$ cat config.mk
export PLATFORM = sky130hd
export DESIGN_NAME = fir_mac_sequencer
export DESIGN_NICKNAME = d
export VERILOG_FILES = /design/src/rtl/fir_mac_sequencer.sv
export SDC_FILE = /design/constraint.sdc
export NUM_CORES = 1
export LEC_CHECK = 0
export BUFFER_PORTS_ARGS = -buffer_cell sky130_fd_sc_hd__buf_2
export CORE_MARGIN = 2
export CORE_UTILIZATION = 40
export DETAILED_ROUTE_END_ITERATION = 8
export SETUP_SLACK_MARGIN = 0.4
export SYNTH_ARGS = -nofsm -noshare
export SYNTH_HDL_FRONTEND = slang
export SYNTH_SLANG_ARGS = --single-unit
$ cat constraint.sdc
create_clock -name clk -period 7.5 [get_ports clk]
set_input_delay 1.5 -clock clk [delete_from_list [all_inputs] [get_ports clk]]
set_output_delay 1.5 -clock clk [all_outputs]
set_load 0.005 [all_outputs]
$ cat src/rtl/fir_mac_sequencer.sv
// -----------------------------------------------------------------------------
// fir_mac_sequencer
//
// Time-multiplexed FIR controller. It keeps NUM_COEFFS coefficients and the
// last NUM_COEFFS samples, and runs one shared multiply-accumulate over the
// taps, one tap per cycle. The result is saturated to RESULT_WIDTH bits.
//
// Ports:
//   clk           sole clock, rising edge
//   rst           synchronous active-high reset
//   coef_wr_en    coefficient write strobe (honoured only while idle)
//   coef_wr_addr  tap index to write
//   coef_wr_data  coefficient value
//   in_valid      sample offered
//   in_data       sample value (unsigned)
//   in_ready      high while idle; a sample is taken on in_valid & in_ready
//   out_valid     registered result-valid flag
//   out_data      registered saturated filter result
//   out_ready     consumer takes the result on out_valid & out_ready
//   busy          high while computing or holding a result
// -----------------------------------------------------------------------------
module fir_mac_sequencer #(
    parameter int DATA_WIDTH   = 8,
    parameter int COEFF_WIDTH  = 8,
    parameter int RESULT_WIDTH = 16,
    parameter int NUM_COEFFS   = 8,
    parameter int ADDR_W       = $clog2(NUM_COEFFS)
) (
    input  logic                    clk,
    input  logic                    rst,
    input  logic                    coef_wr_en,
    input  logic [ADDR_W-1:0]       coef_wr_addr,
    input  logic [COEFF_WIDTH-1:0]  coef_wr_data,
    input  logic                    in_valid,
    input  logic [DATA_WIDTH-1:0]   in_data,
    output logic                    in_ready,
    output logic                    out_valid,
    output logic [RESULT_WIDTH-1:0] out_data,
    input  logic                    out_ready,
    output logic                    busy
);

    // Wide enough that summing NUM_COEFFS full-scale products never wraps.
    localparam int ACC_W = DATA_WIDTH + COEFF_WIDTH + ADDR_W;

    typedef enum logic [1:0] {
        IDLE = 2'd0,
        MAC  = 2'd1,
        OUT  = 2'd2
    } state_t;

    state_t                  state_r;
    state_t                  state_s;
    logic [DATA_WIDTH-1:0]   hist_r [NUM_COEFFS];
    logic [COEFF_WIDTH-1:0]  coef_r [NUM_COEFFS];
    logic [ADDR_W-1:0]       wptr_r;
    logic [ADDR_W-1:0]       k_r;
    logic [ACC_W-1:0]        acc_r;
    logic                    out_valid_r;
    logic [RESULT_WIDTH-1:0] out_data_r;

    logic [ADDR_W-1:0]       rd_idx_s;
    logic [ACC_W-1:0]        prod_s;
    logic [ACC_W-1:0]        acc_next_s;
    logic                    last_tap_s;

    // Clamp the accumulator to the output range: any bit above RESULT_WIDTH
    // means the sum exceeds the largest representable result.
    function automatic logic [RESULT_WIDTH-1:0] sat(input logic [ACC_W-1:0] value);
        logic [RESULT_WIDTH-1:0] res;
        if (|value[ACC_W-1:RESULT_WIDTH]) begin
            res = {RESULT_WIDTH{1'b1}};
        end else begin
            res = value[RESULT_WIDTH-1:0];
        end
        return res;
    endfunction

    // The newest sample sits one slot behind wptr_r, so tap k reads
    // wptr_r-1-k; modular wrap comes from the ADDR_W-bit arithmetic.
    assign rd_idx_s   = wptr_r - ADDR_W'(1) - k_r;
    assign prod_s     = ACC_W'(hist_r[rd_idx_s]) * ACC_W'(coef_r[k_r]);
    assign acc_next_s = acc_r + prod_s;
    assign last_tap_s = (k_r == ADDR_W'(NUM_COEFFS - 1));

    assign in_ready  = (state_r == IDLE);
    assign busy      = (state_r == MAC) || (state_r == OUT);
    assign out_valid = out_valid_r;
    assign out_data  = out_data_r;

    // State register.
    always_ff @(posedge clk) begin
        if (rst) begin
            state_r <= IDLE;
        end else begin
            state_r <= state_s;
        end
    end

    // Next-state logic.
    always_comb begin
        state_s = state_r;
        case (state_r)
            IDLE: begin
                if (in_valid) begin
                    state_s = MAC;
                end else begin
                    state_s = IDLE;
                end
            end
            MAC: begin
                if (last_tap_s) begin
                    state_s = OUT;
                end else begin
                    state_s = MAC;
                end
            end
            OUT: begin
                if (out_ready) begin
                    state_s = IDLE;
                end else begin
                    state_s = OUT;
                end
            end
            default: begin
                state_s = IDLE;
            end
        endcase
    end

    // Datapath: coefficient/history storage, accumulator and output register.
    always_ff @(posedge clk) begin
        if (rst) begin
            wptr_r      <= '0;
            k_r         <= '0;
            acc_r       <= '0;
            out_valid_r <= 1'b0;
            out_data_r  <= '0;
            for (int i = 0; i < NUM_COEFFS; i++) begin
                hist_r[i] <= '0;
                coef_r[i] <= COEFF_WIDTH'(i + 1);
            end
        end else begin
            case (state_r)
                IDLE: begin
                    // A write and an accept in the same cycle both land; the
                    // MAC starts next cycle and therefore sees the new value.
                    if (coef_wr_en) begin
                        coef_r[coef_wr_addr] <= coef_wr_data;
                    end
                    if (in_valid) begin
                        hist_r[wptr_r] <= in_data;
                        wptr_r         <= wptr_r + ADDR_W'(1);
                        acc_r          <= '0;
                        k_r            <= '0;
                    end
                end
                MAC: begin
                    acc_r <= acc_next_s;
                    k_r   <= k_r + ADDR_W'(1);
                    if (last_tap_s) begin
                        out_data_r  <= sat(acc_next_s);
                        out_valid_r <= 1'b1;
                    end
                end
                OUT: begin
                    if (out_ready) begin
                        out_valid_r <= 1'b0;
                    end
                end
                default: begin
                    out_valid_r <= 1'b0;
                end
            endcase
        end
    end

endmodule
==> results of run 1 <==
## layout by cell type, fill, tap and decap left out, drive strengths merged, types with 9 or more instances in the layout
cell      n
edfxtp  128
inv     117
and2    116
nor2     93
buf      71
fa       51
or2      49
ha       49
dfxtp    47
mux4     32
nand2    29
a21oi    29
a211oi   21
clkbuf   17
mux2i    16
or3      14
nand3    14
o21ai    11
a22oi     9
xor2      9
## cell type report
| class | instances | area share [%] |
|---|---|---|
| multi-input combinational | 584 | 43.4 |
| sequential | 175 | 40.8 |
| timing repair buffer | 71 | 3.65 |
| clock buffer | 17 | 3.63 |
| tap | 330 | 3.52 |
| inverter | 109 | 3.49 |
| clock inverter | 15 | 1.53 |
## kinds of logic (layout without fill, tap and decap cells)
family / count (synthesis) / after routing / share of synthesized area (%)
buf+inv: 135 / 212 / 5.08
fa+ha+maj: 100 / 100 / 15.8
mux: 49 / 49 / 8.73
xor+xnor: 14 / 14 / 1.26
flops: 175 / 175 / 46.3
compound gates: 86 / 86 / 5.73
simple gates: 335 / 335 / 17.1
## routing by layer
layer | vias to the layer above | GRT usage (%) | share of wire (%)
li1 | 3169 | - | -
met4 | 0 | 3.48 | 1.1
met3 | 19 | 2.96 | 2.2
met5 | - | 0 | 0
met2 | 87 | 30.7 | 51
met1 | 3221 | 23.2 | 46
## worst max-delay path, stage by stage, from the launching register on
cell and delay, ps:
dfxtp_1 380, inv_1 70, ha_1 190, fa_1 400, xor2_2 190, xnor2_4 240, buf_4 210, mux4_2 210
mux2i_1 70, buf_4 190, or2_2 310, fa_1 490, fa_1 540, inv_1 50, fa_1 480, inv_1 50
fa_1 470, inv_1 40, ha_1 390, a211o_1 360, a31oi_4 180, o32ai_2 140, a21oi_2 200, mux2_4 370
a211oi_4 150, buf_4 200, a211oi_1 80
## cells in the mapped netlist (3+ instances only)
| master | n | area share [%] |
|---|---|---|
| fa_1 | 51 | 9.9 |
| o21ai_0 | 7 | 0.34 |
| nand3_1 | 14 | 0.68 |
| or2_2 | 49 | 3.0 |
| or3_1 | 14 | 0.85 |
| o21a_1 | 3 | 0.22 |
| mux2i_1 | 14 | 1.4 |
| inv_1 | 108 | 3.9 |
| a21oi_1 | 27 | 1.3 |
| nand2b_1 | 7 | 0.42 |
| a22oi_1 | 9 | 0.65 |
| edfxtp_1 | 128 | 37 |
| a211oi_1 | 20 | 1.5 |
| xnor2_1 | 4 | 0.34 |
| nor3_1 | 7 | 0.34 |
| o21ai_1 | 4 | 0.19 |
| and2_1 | 116 | 7.0 |
| mux4_2 | 32 | 7.0 |
| buf_1 | 3 | 0.11 |
| ha_1 | 49 | 5.9 |
| dfxtp_1 | 47 | 9.1 |
| clkbuf_1 | 15 | 0.54 |
| nor2_1 | 93 | 3.4 |
| buf_2 | 6 | 0.29 |
| xor2_1 | 9 | 0.76 |
| nand2_1 | 29 | 1.1 |
## through the flow
stage / cells / hold slack [ps]
after floorplan: 894 / 432
after global placement: 1262 / 441
after detailed placement: 1262 / 448
after CTS: 1297 / 458
after global routing: 1301 / 471
final: 1301 / 455
## worst min path at each step
stage / startpoint / end / slack, ps
2_1_floorplan: acc_r[1]$_SDFFE_PP0P_ / acc_r[1]$_SDFFE_PP0P_ / 430
3_3_place_gp: acc_r[1]$_SDFFE_PP0P_ / acc_r[1]$_SDFFE_PP0P_ / 440
3_5_place_dp: acc_r[3]$_SDFFE_PP0P_ / acc_r[3]$_SDFFE_PP0P_ / 450
4_1_cts: acc_r[1]$_SDFFE_PP0P_ / acc_r[1]$_SDFFE_PP0P_ / 460
5_1_grt: acc_r[3]$_SDFFE_PP0P_ / acc_r[3]$_SDFFE_PP0P_ / 470
6_report: acc_r[1]$_SDFFE_PP0P_ / acc_r[1]$_SDFFE_PP0P_ / 450
## timing repair
item / 4_1_cts / 5_1_grt
setup buffers: 3 / 4
endpoints found under the setup margin: 17 / 16
gates resized for setup: 1 / 7
pin swaps: 1 / 3
## state kept, by name, indices dropped and copies added, names as in the netlist, named ones only
register	flops
hist_r	64
wptr_r	3
acc_r	19
coef_r	64
out_valid	1
state_r	2
out_data	16
k_r	3
## power breakdown
part	total, uW	leakage [uW]	internal (uW)	switching (uW)
Combinational	1370	0.00281	533	839
Clock	899	0.000295	454	444
Sequential	1100	0.00166	1080	21.8
Total	3370	0.00476	2070	1310
==> metrics, run 1 <==
first-pass GRT wire length 36400 um; Final ANT Viol Nets 0; status complete, no violations; Place WS 35.6 ps; vias per cell 4.99; I/O pin count 43; synthesis-to-layout area growth 13.4%; vias in the first global route 6712; CTS Hold Bufs 0; Placer Congestion 0.831; final setup violation count 0; Syn Nets 1018; core area 25300 um2; flop2flop setup slack 720 ps; Finished Cell Area 11700 um2; clk_skew 17.6 ps; fraction of layout cells with a size suffix above 1 20.5%; overflow left after global routing 0; Power, Total 3370 uW; peak supply drop 0.212 mV; Critical R2R Launch k_r[0]$_SDFFE_PP0P_; ys async rst share 0%; critical path data arrival time 7060 ps; initial antenna violation count 0; Seq cells post-synth 175; sequential fraction of the synthesis area 46.3%; Worst setup endpoint out_data[0]$_SDFFE_PP0P_; Max FO, Critical Path 9; Starting Density 41.0%; die span in y 165 um; final worst slack 724 ps; FF+latch area 4780 um2; Worst Setup Path Type reg -> reg; count of input and output buffers 42; Clk Latency, worst-skew pair 440 ps; Leak 0.00476 uW; DR pass1 iterations 4; final WL 22200 um; Post-Syn Instances 894; drt first-iter violations 386; endpoints failing hold 0; DIE WIDTH 165 um; Fillers 2329; worst setup path startpoint k_r[0]$_SDFFE_PP0P_; DRC 0; Hold Crit Depth 2; RSZ-0062 raised after global routing no; Clock transition at path regs 70 ps; H-tree lvl count 4; CTS sink cnt 175; largest net degree at the start of global routing 46; post-synthesis cell type count 49; synthesized area per cell 11.6 um2; Slew Limit Fails 0; placed wire-length estimate 16700 um; crit share post-route 90.3%; Post-synth EDFFs 128; max_cap viols 0; diode count 0; DIE AREA 27200 um2; synthesized area 10300 um2; clock root buffer clkbuf_16; Worst setup EP type register; site row count 58; Startpoint Class register; Placed Area 11000 um2; Least-Margin Pin Slew 854 ps; crit path time final 6780 ps; worst-case clock buffer depth 2; fmax 148 MHz; nets@finish 1082; gr usage total 17.6%; number of buffers created by CTS 17; TritonCTS clock tree done; area of the multi-input gates 5090 um2; relative slew slack 42.8%; R2R Path End out_data[0]$_SDFFE_PP0P_; total power divided by cell area 288 nW/um2; dominant synthesized flop cell edfxtp_1; post-route setup TNS 0 ps; reg2reg path depth 26; Required @ worst endpoint 7790 ps; yosys warns 0; Wirelength per Cell 17.1 um; Worst Hold Class reg -> reg; Core Util, Final 46.4%; overall via count from detail_route 6496
No activity file was read; power rests on OpenSTA's default activity.
==> inputs of run 2 (changes only) <==
--- a/config.mk
+++ b/config.mk
@@ -9,5 +9,7 @@
 export CORE_MARGIN = 2
 export CORE_UTILIZATION = 40
+export CTS_CLUSTER_SIZE = 20
 export DETAILED_ROUTE_END_ITERATION = 8
+export PLACE_DENSITY = 0.53
 export SETUP_SLACK_MARGIN = 0.4
 export SYNTH_ARGS = -nofsm -noshare
==> constraint.sdc (replaced) <==
create_clock -name clk -period 7.5 [get_ports clk]
set_input_delay 1.5 -clock clk [delete_from_list [all_inputs] [get_ports clk]]
set_output_delay 1.5 -clock clk [all_outputs]
set_load 0.02 [all_outputs]
==> run 2 against run 1 <==
- clock-buffer cell count stayed put
- first-iteration DRC count decreased by 4.4%
- sequential share of layout area increased by 0.054 points
- via count shrank 2.4%
- clock skew decreased by 2.2 ps
==> metrics, run 2 (synthesis results as in run 1) <==
endpoints failing hold 0 (unchanged); max_cap viols 0 (unchanged); vias per cell 4.90 (-1.8%); first-pass GRT wire length 36600 um (+0.47%); CP top delay family adder cells; worst path buffer plus inverter count 6 (-1); Required @ worst endpoint 7780 ps (about the same); overall via count from detail_route 6340 (-2.4%); Slew Limit Fails 0 (unchanged); Leak 0.00474 uW (-0.38%); worst setup path startpoint k_r[0]$_SDFFE_PP0P_; crit share post-route 90.9% (+0.55 points); biggest regs coef_r (64), hist_r (64), acc_r (19); diode count 0 (unchanged); Clock transition at path regs 70 ps (about the same); Placer Congestion 0.790 (-5.0%); most common cell after layout, fill and taps aside edfxtp_1; DIE WIDTH 165 um (unchanged); Clk Latency, worst-skew pair 440 ps (about the same); fraction of layout cells with a size suffix above 1 19.8% (-0.66 points); Placed Area 11000 um2 (-0.20%); die span in y 165 um (unchanged); drt first-iter violations 369 (-4.4%); synthesis-to-layout area growth 13.3%; Wirelength per Cell 17.6 um (+2.8%); worst-case clock buffer depth 2 (unchanged); vias in the first global route 6620 (-1.4%); site row count 58 (unchanged); relative slew slack 39.7% (-3.1 points); reg2reg path depth 25 (-3.8%); most frequent cells in the layout edfxtp_1, and2_1, inv_1; RSZ-0062 raised after global routing no; DR pass1 iterations 4 (unchanged); Finished Cell Area 11700 um2 (-0.11%); Startpoint Class register; Worst Setup Path Type reg -> reg; flop2flop setup slack 680 ps (-40 ps); most frequent CP cell fa_1; Critical R2R Launch k_r[0]$_SDFFE_PP0P_; TritonCTS clock tree done; initial antenna violation count 0 (unchanged); DIE AREA 27200 um2 (unchanged); CP Depth 25 (-3.8%); status complete, no violations; final WL 22700 um (+2.2%); R2R Path End out_data[1]$_SDFFE_PP0P_; count of input and output buffers 42 (unchanged); overflow left after global routing 0 (unchanged); peak supply drop 0.298 mV (+40%); Least-Margin Pin Slew 879 ps (+24.8 ps); gr usage total 17.9% (+0.29 points); Max FO, Critical Path 13 (+4); DRC 0 (unchanged); Worst Hold Class reg -> reg; fmax 147 MHz (-0.60%); Starting Density 41.0% (unchanged); H-tree lvl count 4 (unchanged); critical path data arrival time 7100 ps (+40 ps); Worst setup EP type register; final setup violation count 0 (unchanged); nets@finish 1074 (-0.74%); slowest stage delay, CP 540 ps (about the same); clock root buffer clkbuf_16; CTS sink cnt 175 (unchanged); total power divided by cell area 293 nW/um2 (+1.9%); placed wire-length estimate 16800 um (+0.43%); I/O pin count 43 (unchanged); CTS Hold Bufs 0 (unchanged); Hold Crit Depth 2 (unchanged); number of buffers created by CTS 17 (unchanged); largest net degree at the start of global routing 65 (+41%); Worst setup endpoint out_data[1]$_SDFFE_PP0P_; Core Util, Final 46.4% (-0.050 points); Critical-path top delay cell fa_1; clk_skew 15.4 ps (-2.20 ps); Final ANT Viol Nets 0 (unchanged); core area 25300 um2 (unchanged); crit path time final 6820 ps (+41.0 ps)
-- run 2: worst reg2reg max path: stages, from the launching register on --
cell,delay (ps)
dfxtp_2,350
inv_1,50
ha_1,180
fa_1,410
xor2_2,260
xnor2_4,160
buf_12,160
mux4_2,340
mux2i_2,410
or2_2,210
fa_1,420
fa_1,540
inv_1,50
fa_1,480
inv_1,50
fa_1,480
inv_1,50
ha_2,330
a211o_1,340
a31oi_4,190
o32ai_2,150
a21oi_2,200
mux2_4,370
a211oi_4,260
buf_12,160
a211oi_1,70
-- run 2: how the worst min path moves through the flow --
stage                                     start                     to
after floorplan           acc_r[1]$_SDFFE_PP0P_  acc_r[1]$_SDFFE_PP0P_
after global placement    acc_r[2]$_SDFFE_PP0P_  acc_r[2]$_SDFFE_PP0P_
after detailed placement  acc_r[2]$_SDFFE_PP0P_  acc_r[2]$_SDFFE_PP0P_
after CTS                 acc_r[2]$_SDFFE_PP0P_  acc_r[2]$_SDFFE_PP0P_
after global routing      acc_r[2]$_SDFFE_PP0P_  acc_r[2]$_SDFFE_PP0P_
final                     acc_r[2]$_SDFFE_PP0P_  acc_r[2]$_SDFFE_PP0P_
-- run 2: layer usage --
metal	GRT usage, %	routed length [um]
met5	0	0
met1	24.0	10700
met4	3.87	236
met3	3.24	586
met2	30.3	11200
-- run 2: timing repair --
action	CTS	global route
cloned	0	0
buffers inserted	2	0
pin swaps	2	1
gates resized for setup	3	5
endpoints found under the setup margin	16	16
-- run 2: report_power, final --
part           total, uW  internal, uW  switching [uW]
registers           1100          1080            20.7
logic               1370           531             842
clock network        959           490             469
total               3430          2100            1330
-- run 2: metrics by stage --
step	hold WS, ps	total power [uW]	instances	TNS, ps	setup WS (ps)
2_1_floorplan	432	2110	894	0	979
3_3_place_gp	445	2480	1259	0	34.0
3_5_place_dp	447	2490	1259	-93.1	-25.2
4_1_cts	457	3450	1293	0	452
5_1_grt	476	3680	1293	0	371
6_report	455	3430	1293	0	683
-- run 2: layout make-up --
class / instances / area (um2)
clock buffer: 17 / 425
inverter: 109 / 409
sequential: 175 / 4790
clock inverter: 15 / 205
tap: 330 / 413
timing repair buffer: 63 / 393
fill: 2364 / 13500
multi-input combinational: 584 / 5080
==> inputs of run 3 (changes only) <==
Settings changed: CORE_UTILIZATION 40 to 25, PLACE_DENSITY 0.53 to 0.36.
==> run 3 against run 2 <==
- final area rose by 2.9%
- final cell count up 17%
- sequential power barely moved
- register-to-register slack gained 50 ps
- non-clock buffer count is 14 higher
- worst setup slack gained 50 ps
- hold slack got worse by 2.3 ps
- via count is 2.5% higher
- core utilization is 17 points lower
- combinational power up 4%
- largest cell class unchanged
==> metrics, run 3 (synthesis results as in run 1) <==
TritonCTS clock tree done; Starting Density 25.3% (-16 points); Placer Congestion 0.741 (-6.2%); biggest regs coef_r (64), hist_r (64), acc_r (19); count of input and output buffers 42 (unchanged); max_cap viols 0 (unchanged); M3 GR Usage 2.21% (-1.0 points); critical path data arrival time 7060 ps (-40 ps); clk_skew 15.4 ps (-0.0285 ps); placed wire-length estimate 20000 um (+19%); Clk Latency, worst-skew pair 450 ps (about the same); most frequent cells in the layout edfxtp_1, and2_1, inv_1; drt first-iter violations 256 (-31%); clock root buffer clkbuf_16; I/O pin count 43 (unchanged); crit path time final 6770 ps (-50.5 ps); Most Crowded Layer GR met2; Least-Margin Pin Slew 909 ps (+30.3 ps); final setup violation count 0 (unchanged); site row count 74 (+28%); Required @ worst endpoint 7800 ps (+20 ps); final WL 27000 um (+19%); DRC 0 (unchanged); peak supply drop 0.173 mV (-42%); most common cell after layout, fill and taps aside edfxtp_1; die span in y 207 um (+26%); overall via count from detail_route 6497 (+2.5%); met2 Use GR 22.8% (-7.5 points); final worst slack 733 ps (+50.5 ps); largest net degree at the start of global routing 43 (-34%); Startpoint Class register; diode count 0 (unchanged); number of buffers created by CTS 17 (unchanged); endpoints failing hold 0 (unchanged); Place WS -34.7 ps (-9.54 ps); worst-case clock buffer depth 2 (unchanged); relative slew slack 39.1% (-0.57 points); first-pass GRT wire length 42800 um (+17%); Worst setup EP type register; Worst Setup Path Type reg -> reg; initial antenna violation count 0 (unchanged); status complete, no violations; Max FO, Critical Path 9 (-4); vias in the first global route 7111 (+7.4%); vias per cell 4.31 (-12%); overflow left after global routing 0 (unchanged); nets@finish 1088 (+1.3%); Wirelength per Cell 17.9 um (+2.0%); DIE AREA 43000 um2 (+58%); CTS Hold Bufs 0 (unchanged); total power divided by cell area 289 nW/um2 (-1.4%); Worst Hold Class reg -> reg; Final ANT Viol Nets 0 (unchanged); DIE WIDTH 207 um (+26%); Leak 0.00480 uW (+1.3%); Core Util, Final 29.5% (-17 points); CTS sink cnt 175 (unchanged); crit share post-route 90.2% (-0.67 points); Fin Hold WS 453 ps (-2.28 ps); Clock transition at path regs 80 ps (about the same); core area 40800 um2 (+62%); DR pass1 iterations 4 (unchanged); fraction of layout cells with a size suffix above 1 21.0% (+1.1 points); met1 Use GR 16.9% (-7.2 points); fmax 148 MHz (+0.75%); gr usage total 13.1% (-4.8 points); RSZ-0062 raised after global routing no; synthesis-to-layout area growth 16.5%; post-route setup TNS 0 ps (unchanged); Slew Limit Fails 0 (unchanged); H-tree lvl count 4 (unchanged)
run 3: cell types whose count changed in the layout (fill, tap and decap cells not counted), moves of 2 or more:
cell,delta
mux2i_4,-2
inv_12,-2
mux2i_2,+2
clkinv_8,-3
buf_4,+14
run 3: power by group:
group	internal (uW)	total (uW)	switching (uW)
Clock	508	951	443
Sequential	1080	1100	19.5
Combinational	544	1430	889
run 3: metal layers:
| metal | vias up | routed length (um) |
|---|---|---|
| met5 | - | 0 |
| met4 | 0 | 325 |
| met3 | 17 | 451 |
| met2 | 50 | 13600 |
| met1 | 3255 | 12600 |
| li1 | 3175 | - |
run 3: final cells by class:
type                       count  area [um2]
sequential                   175        4780
multi-input combinational    584        5080
tap                          532         666
inverter                     109         409
timing repair buffer          77         498
clock inverter                15         186
fill                        4220       28800
clock buffer                  17         425
run 3: critical path, stage by stage (launching register included):
cell and delay, ps:
dfxtp_1 380, inv_1 60, ha_1 180, fa_1 400
xor2_2 240, xnor2_4 180, buf_4 190, mux4_2 220
mux2i_1 80, buf_4 190, or2_2 290, fa_1 460
fa_1 540, inv_1 50, fa_1 490, inv_1 50
fa_1 480, inv_1 50, ha_2 330, a211o_1 340
a31oi_4 210, o32ai_4 140, a21oi_2 200, mux2_4 380
a211oi_4 270, buf_12 160, a211oi_1 60
run 3: path summary, 6_finish.rpt:
check,startpoint,slack [ps],cells after the start,end
setup / recovery,k_r[0]$_SDFFE_PP0P_,730,26,out_data[7]$_SDFFE_PP0P_
hold / removal,acc_r[2]$_SDFFE_PP0P_,450,2,acc_r[2]$_SDFFE_PP0P_
setup reg to reg,k_r[0]$_SDFFE_PP0P_,730,26,out_data[7]$_SDFFE_PP0P_
hold reg to reg,acc_r[2]$_SDFFE_PP0P_,450,2,acc_r[2]$_SDFFE_PP0P_
run 3: through the flow:
stage	instances	total power, uW	instance area, um2
after floorplan	894	2110	10300
after global placement	1474	2560	11300
after detailed placement	1474	2550	11300
after CTS	1509	3520	12000
after global routing	1509	3760	12100
final	1509	3480	12100
run 3: repair_timing:
item,in CTS,in global routing
setup endpoints to repair,17,16
setup buffers,3,0
pin swaps,2,2
gates resized for setup,1,6
